$ cat src/rtl/fetch_pkg.sv
// Shared definitions for the fetch/PC control stage.
package fetch_pkg;

  typedef enum logic [1:0] {
    IDLE   = 2'd0,
    RUN    = 2'd1,
    STEP   = 2'd2,
    HALTED = 2'd3
  } fetch_state_t;

  localparam logic [31:0] DEF_RESET_PC  = '0;
  localparam logic [31:0] DEF_HALT_WORD = '1;

endpackage

$ cat src/rtl/fetch_pc_ctrl.sv
// Program counter and fetch control: run/step, stall, redirect, halt-word
// detection and out-of-range address trapping ahead of instruction memory.
module fetch_pc_ctrl
  import fetch_pkg::*;
#(
  parameter int unsigned             bitsDir   = 32,
  parameter logic [bitsDir-1:0]      RESET_PC  = DEF_RESET_PC,
  parameter int unsigned             ADDR_STEP = 1,
  parameter int unsigned             MEM_DEPTH = 128,
  parameter logic [bitsDir-1:0]      HALT_WORD = DEF_HALT_WORD
) (
  input  logic               clk,
  input  logic               rst_n,
  input  logic               i_start,
  input  logic               i_step_mode,
  input  logic               i_step,
  input  logic               i_stall,
  input  logic               i_redirect,
  input  logic [bitsDir-1:0] i_redirect_pc,
  input  logic [bitsDir-1:0] i_instruction,
  output logic [bitsDir-1:0] Addr,
  output logic [bitsDir-1:0] o_pc_plus,
  output logic               o_fetch_valid,
  output logic               o_flush,
  output logic               o_halted,
  output logic               o_addr_err,
  output logic [bitsDir-1:0] o_fetch_count
);

  localparam logic [bitsDir-1:0] PC_INC  = bitsDir'(ADDR_STEP);
  // One extra bit so a MEM_DEPTH of 2^bitsDir still compares correctly.
  localparam logic [bitsDir:0]   MEM_LIM = (bitsDir+1)'(MEM_DEPTH);

  fetch_state_t state;
  fetch_state_t mode_state;
  logic         active;
  logic         fetch_valid;
  logic         halt_hit;
  logic         range_err;

  // Fetch qualification and trap detection for the current PC.
  always_comb begin
    fetch_valid = 1'b0;
    active      = 1'b0;
    case (state)
      RUN:  begin fetch_valid = 1'b1;               active = 1'b1; end
      STEP: begin fetch_valid = i_step & ~i_stall;  active = 1'b1; end
      default: begin fetch_valid = 1'b0;            active = 1'b0; end
    endcase
    mode_state    = i_step_mode ? STEP : RUN;
    halt_hit      = fetch_valid & (i_instruction == HALT_WORD);
    range_err     = fetch_valid & ({1'b0, Addr} >= MEM_LIM);
    o_fetch_valid = fetch_valid & ~i_redirect;
    o_flush       = i_redirect & active;
    o_pc_plus     = Addr + PC_INC;
  end

  // Control FSM with next-PC priority: redirect > range error > halt > stall > advance.
  always_ff @(posedge clk or negedge rst_n) begin
    if (!rst_n) begin
      state         <= IDLE;
      Addr          <= RESET_PC;
      o_fetch_count <= '0;
      o_addr_err    <= 1'b0;
      o_halted      <= 1'b0;
    end else begin
      case (state)
        IDLE, HALTED: begin
          if (i_start) begin
            state         <= mode_state;
            Addr          <= RESET_PC;
            o_fetch_count <= '0;
            o_addr_err    <= 1'b0;
            o_halted      <= 1'b0;
          end
        end
        default: begin
          if (i_redirect) begin
            Addr  <= i_redirect_pc;
            state <= mode_state;
          end else if (range_err) begin
            state      <= HALTED;
            o_halted   <= 1'b1;
            o_addr_err <= 1'b1;
          end else if (halt_hit) begin
            // The halt word itself is handed downstream, so it is counted.
            state         <= HALTED;
            o_halted      <= 1'b1;
            o_fetch_count <= o_fetch_count + 1'b1;
          end else begin
            state <= mode_state;
            if (fetch_valid && !i_stall) begin
              Addr          <= Addr + PC_INC;
              o_fetch_count <= o_fetch_count + 1'b1;
            end
          end
        end
      endcase
    end
  end

endmodule

$ cat config.mk
export PLATFORM = sky130hd
export DESIGN_NAME = fetch_pc_ctrl
export DESIGN_NICKNAME = d
export VERILOG_FILES = /design/src/rtl/fetch_pkg.sv /design/src/rtl/fetch_pc_ctrl.sv
export SDC_FILE = /design/constraint.sdc
export NUM_CORES = 1
export LEC_CHECK = 0
export BUFFER_PORTS_ARGS = -buffer_cell sky130_fd_sc_hd__buf_2
export CORE_MARGIN = 3
export CORE_UTILIZATION = 49
export CTS_BUF_LIST = sky130_fd_sc_hd__clkbuf_8
export CTS_CLUSTER_SIZE = 20
export DETAILED_ROUTE_END_ITERATION = 10
export MAX_ROUTING_LAYER = met4
export PLACE_DENSITY_LB_ADDON = 0.08
export SKIP_LAST_GASP = 1
export SYNTH_ARGS = -nofsm -noshare
export SYNTH_HDL_FRONTEND = slang
export SYNTH_SLANG_ARGS = --single-unit
$ cat constraint.sdc
create_clock -name clk -period 8.1 [get_ports clk]
set_clock_uncertainty 0.2 [all_clocks]
set_input_delay 0.81 -clock clk [delete_from_list [all_inputs] [get_ports clk]]
set_output_delay 0.81 -clock clk [all_outputs]
set_load 0.01 [all_outputs]
==> flow_summary.toml <==
[logic_synthesis]
ys_types = 48
yosysSeqAreaShare_pct = 40.9
synth_area_per_inst_um2 = 8.91
synth.ff_latch_count = 68
synth-main-ff-cell = "sky130_fd_sc_hd__dfrtp_1"
ys_warn_count = 0
syn_area_um2 = 4160
async_reset_ff_share_pct = 100
postSynthNetCount = 543
synthCells = 467
synth_edf_count = 0

[detailed_routing]
drt_wl_total_um = 12800
route.detailed.vias_per_inst = 6.09
drt-pass1-iter-count = 5
route.vias.total = 4443
drcViolationCount = 0
drt-wirelength-per-cell_um = 17.5
drt.antenna.violating_nets = 0
initial_drc_count = 303

[clock_tree]
clk-insertion-delay-late_ns = 0.35
cts_tree = "yes"
post-cts-setup-buffer-count = 0
post_cts_hold_buffers = 0
total_of_cells_resized_after_clock_tree_synthesis = 0
cts.path.max_buffers = 2
cts.clk_slew.worst_paths_ns = 0.08
cts.sink_count = 68
ctsHtreeMaxLevel = 3
cts_buffers = 9
cts_root_buffer = "sky130_fd_sc_hd__clkbuf_8"

[timing]
setup_violations = 0
finalHoldViolations = 0
rsz0062_at_grt = "no"
worst_pin_slew_ns = 0.988
fin_crit_ns = 3.89
relSlewSlack_pct = 34.1
report.final.slew_viol_count = 0
fin_ws_ns = 4.21
fin_crit_share_pct = 48.0
hold_slack_ns = 0.304
max_freq_mhz = 257
setup_total_negative_slack_ns = 0

[grt]
antenna_violations_before_repair = 0
grt_max_degree = 69
global_route.usage.total_pct = 27.4
first_global_vias = 4244
overflow = 0
grt_pass1_wl_um = 21200

[layout]
antenna_cells = 0
final_area_um2 = 5330
finalCoreUtilization_pct = 66.9
finalNetCount = 699
layout.filler_cells = 687
most-common-layout-cells = "sky130_fd_sc_hd__buf_2 (170), sky130_fd_sc_hd__dfrtp_1 (68), sky130_fd_sc_hd__nand2_1 (40)"
drive_above_1_share_pct = 31.5
layout.cells.most_common = "sky130_fd_sc_hd__buf_2"
syn_to_layout_area_delta_pct = 28.1

[die]
fp.dieW_um = 98.1
die_h_um = 98.1
initial_utilization_pct = 52.2
fp.coreArea_um2 = 7970
dieArea_um2 = 9630
floorplan.rows = 32
i_o_pin_cnt = 171

[setup_path]
reg2regPathDepth = 8
worst-path-max-fanout = 24
critical_r2r_launch = "state[0]$_DFFE_PN0P_"
worstPathRequired_ns = 8.16
worstSetupEndpointType = "flip-flop"
crit_path_start_kind = "flip-flop"
r2r_setup_slack_ns = 4.21
crit-reg2reg-capture = "o_fetch_count[13]$_DFFE_PN0P_"
crit_path_kind = "flip-flop to flip-flop"
worst-endpoint-arrival_ns = 3.95

[power]
vdd_ir_drop_max_v = 0.000196
static-leakage-power_nw = 2.57
p_per_area_nw_per_um2 = 294

[min_path]
hold_path.startpoint = "o_halted$_DFFE_PN0P_"
hold-path-endpoint = "o_halted$_DFFE_PN0P_"
hold_depth = 1
min-delay-path-class = "flip-flop to flip-flop"

[run_status]
outcome = "finished clean"

[place]
place.gp.congestion = 0.849
detailedPlace.worstSlack_ns = 4.27
place_hpwl_um = 9300
io_buffer_count = 170
dpl_cell_area_um2 = 5040

[job]
maxCapViolCount = 0
[flip-flops by register name, indices dropped and copies added (netlist names)]
signal         count
Addr              32
o_addr_err         1
o_fetch_count     32
o_halted           1
state              2
[critical path, stage by stage (launching register included)]
cell and delay [ns]:
sky130_fd_sc_hd__dfrtp_1 0.36, sky130_fd_sc_hd__inv_1 0.07, sky130_fd_sc_hd__ha_1 0.78, sky130_fd_sc_hd__and2_1 0.76
sky130_fd_sc_hd__nor2_1 0.30, sky130_fd_sc_hd__or4_1 0.59, sky130_fd_sc_hd__nand2b_4 0.23, sky130_fd_sc_hd__or3_1 0.36
sky130_fd_sc_hd__a21oi_1 0.16
[cell usage after synthesis, drive strengths merged, types with 4 or more instances]
cell | count | area [um2]
xor2 | 11 | 96.3
nand3 | 24 | 120
mux2i | 4 | 40.0
a21oi | 22 | 110
dfrtp | 68 | 1700
and2 | 6 | 37.5
nor3 | 22 | 110
nand2 | 40 | 150
or4 | 6 | 45.0
or3 | 10 | 62.6
nor2 | 33 | 124
buf | 7 | 45.0
a22o | 19 | 166
xnor2 | 26 | 228
and4 | 7 | 61.3
clkbuf | 21 | 78.8
o31ai | 11 | 82.6
nor4 | 15 | 121
o2bb2ai | 5 | 43.8
and3 | 7 | 43.8
o21ai | 16 | 80.1
inv | 12 | 45.0
nand4 | 27 | 175
ha | 5 | 62.6
a221o | 4 | 40.0
nor2b | 7 | 43.8
[per-layer routing]
| layer | global-route usage, % | up-vias | wire length [um] |
|---|---|---|---|
| li1 | - | 2053 | - |
| met1 | 36.3 | 2141 | 5260 |
| met2 | 44.0 | 227 | 6280 |
| met3 | 4.50 | 22 | 1070 |
| met4 | 7.56 | 0 | 170 |
| met5 | - | - | 0 |
[final cells by class]
type | instances | area (um2) | share of cell area, %
Tap cell | 102 | 128 | 2.39
Timing Repair Buffer | 173 | 873 | 16.4
Clock inverter | 7 | 163 | 3.05
Clock buffer | 9 | 124 | 2.32
Sequential cell | 68 | 1700 | 31.9
Inverter | 13 | 48.8 | 0.915
Multi-Input combinational cell | 358 | 2290 | 43.0
[logic make-up (layout without fill, tap and decap cells)]
kind of cell / after synthesis / count (layout) / share of synthesized area (%)
AND/OR/NAND/NOR: 212 / 212 / 27.8
AO/OA/AOI/OAI: 100 / 100 / 16.9
flip-flops: 68 / 68 / 40.9
buffers and inverters: 41 / 202 / 4.15
XOR/XNOR: 37 / 37 / 7.79
adder cells (fa/ha/maj): 5 / 5 / 1.50
multiplexers: 4 / 4 / 0.962
[how the worst max path moves through the flow]
stage	start	endpoint	slack [ns]	cells after the start
floorplan	Addr[10]$_DFFE_PN0P_	o_pc_plus[27]	4.97	8
global placement	state[0]$_DFFE_PN0P_	o_fetch_count[24]$_DFFE_PN0P_	4.41	8
detailed placement	state[0]$_DFFE_PN0P_	o_fetch_count[15]$_DFFE_PN0P_	4.27	8
CTS	state[0]$_DFFE_PN0P_	o_fetch_count[13]$_DFFE_PN0P_	4.22	8
global route	state[0]$_DFFE_PN0P_	o_fetch_count[15]$_DFFE_PN0P_	3.98	8
finish	state[0]$_DFFE_PN0P_	o_fetch_count[13]$_DFFE_PN0P_	4.21	8
[stage by stage]
step | std cells | total power [mW]
global placement | 714 | 1.15
global route | 730 | 1.66
finish | 730 | 1.56
detailed placement | 714 | 1.17
floorplan | 467 | 0.913
CTS | 730 | 1.57
[power by group]
| part | total [mW] | switching, mW | internal, mW |
|---|---|---|---|
| Sequential | 0.515 | 0.112 | 0.402 |
| Clock | 0.402 | 0.135 | 0.266 |
| Combinational | 0.648 | 0.401 | 0.247 |
Note: power is estimated with default switching activity, not from simulation.
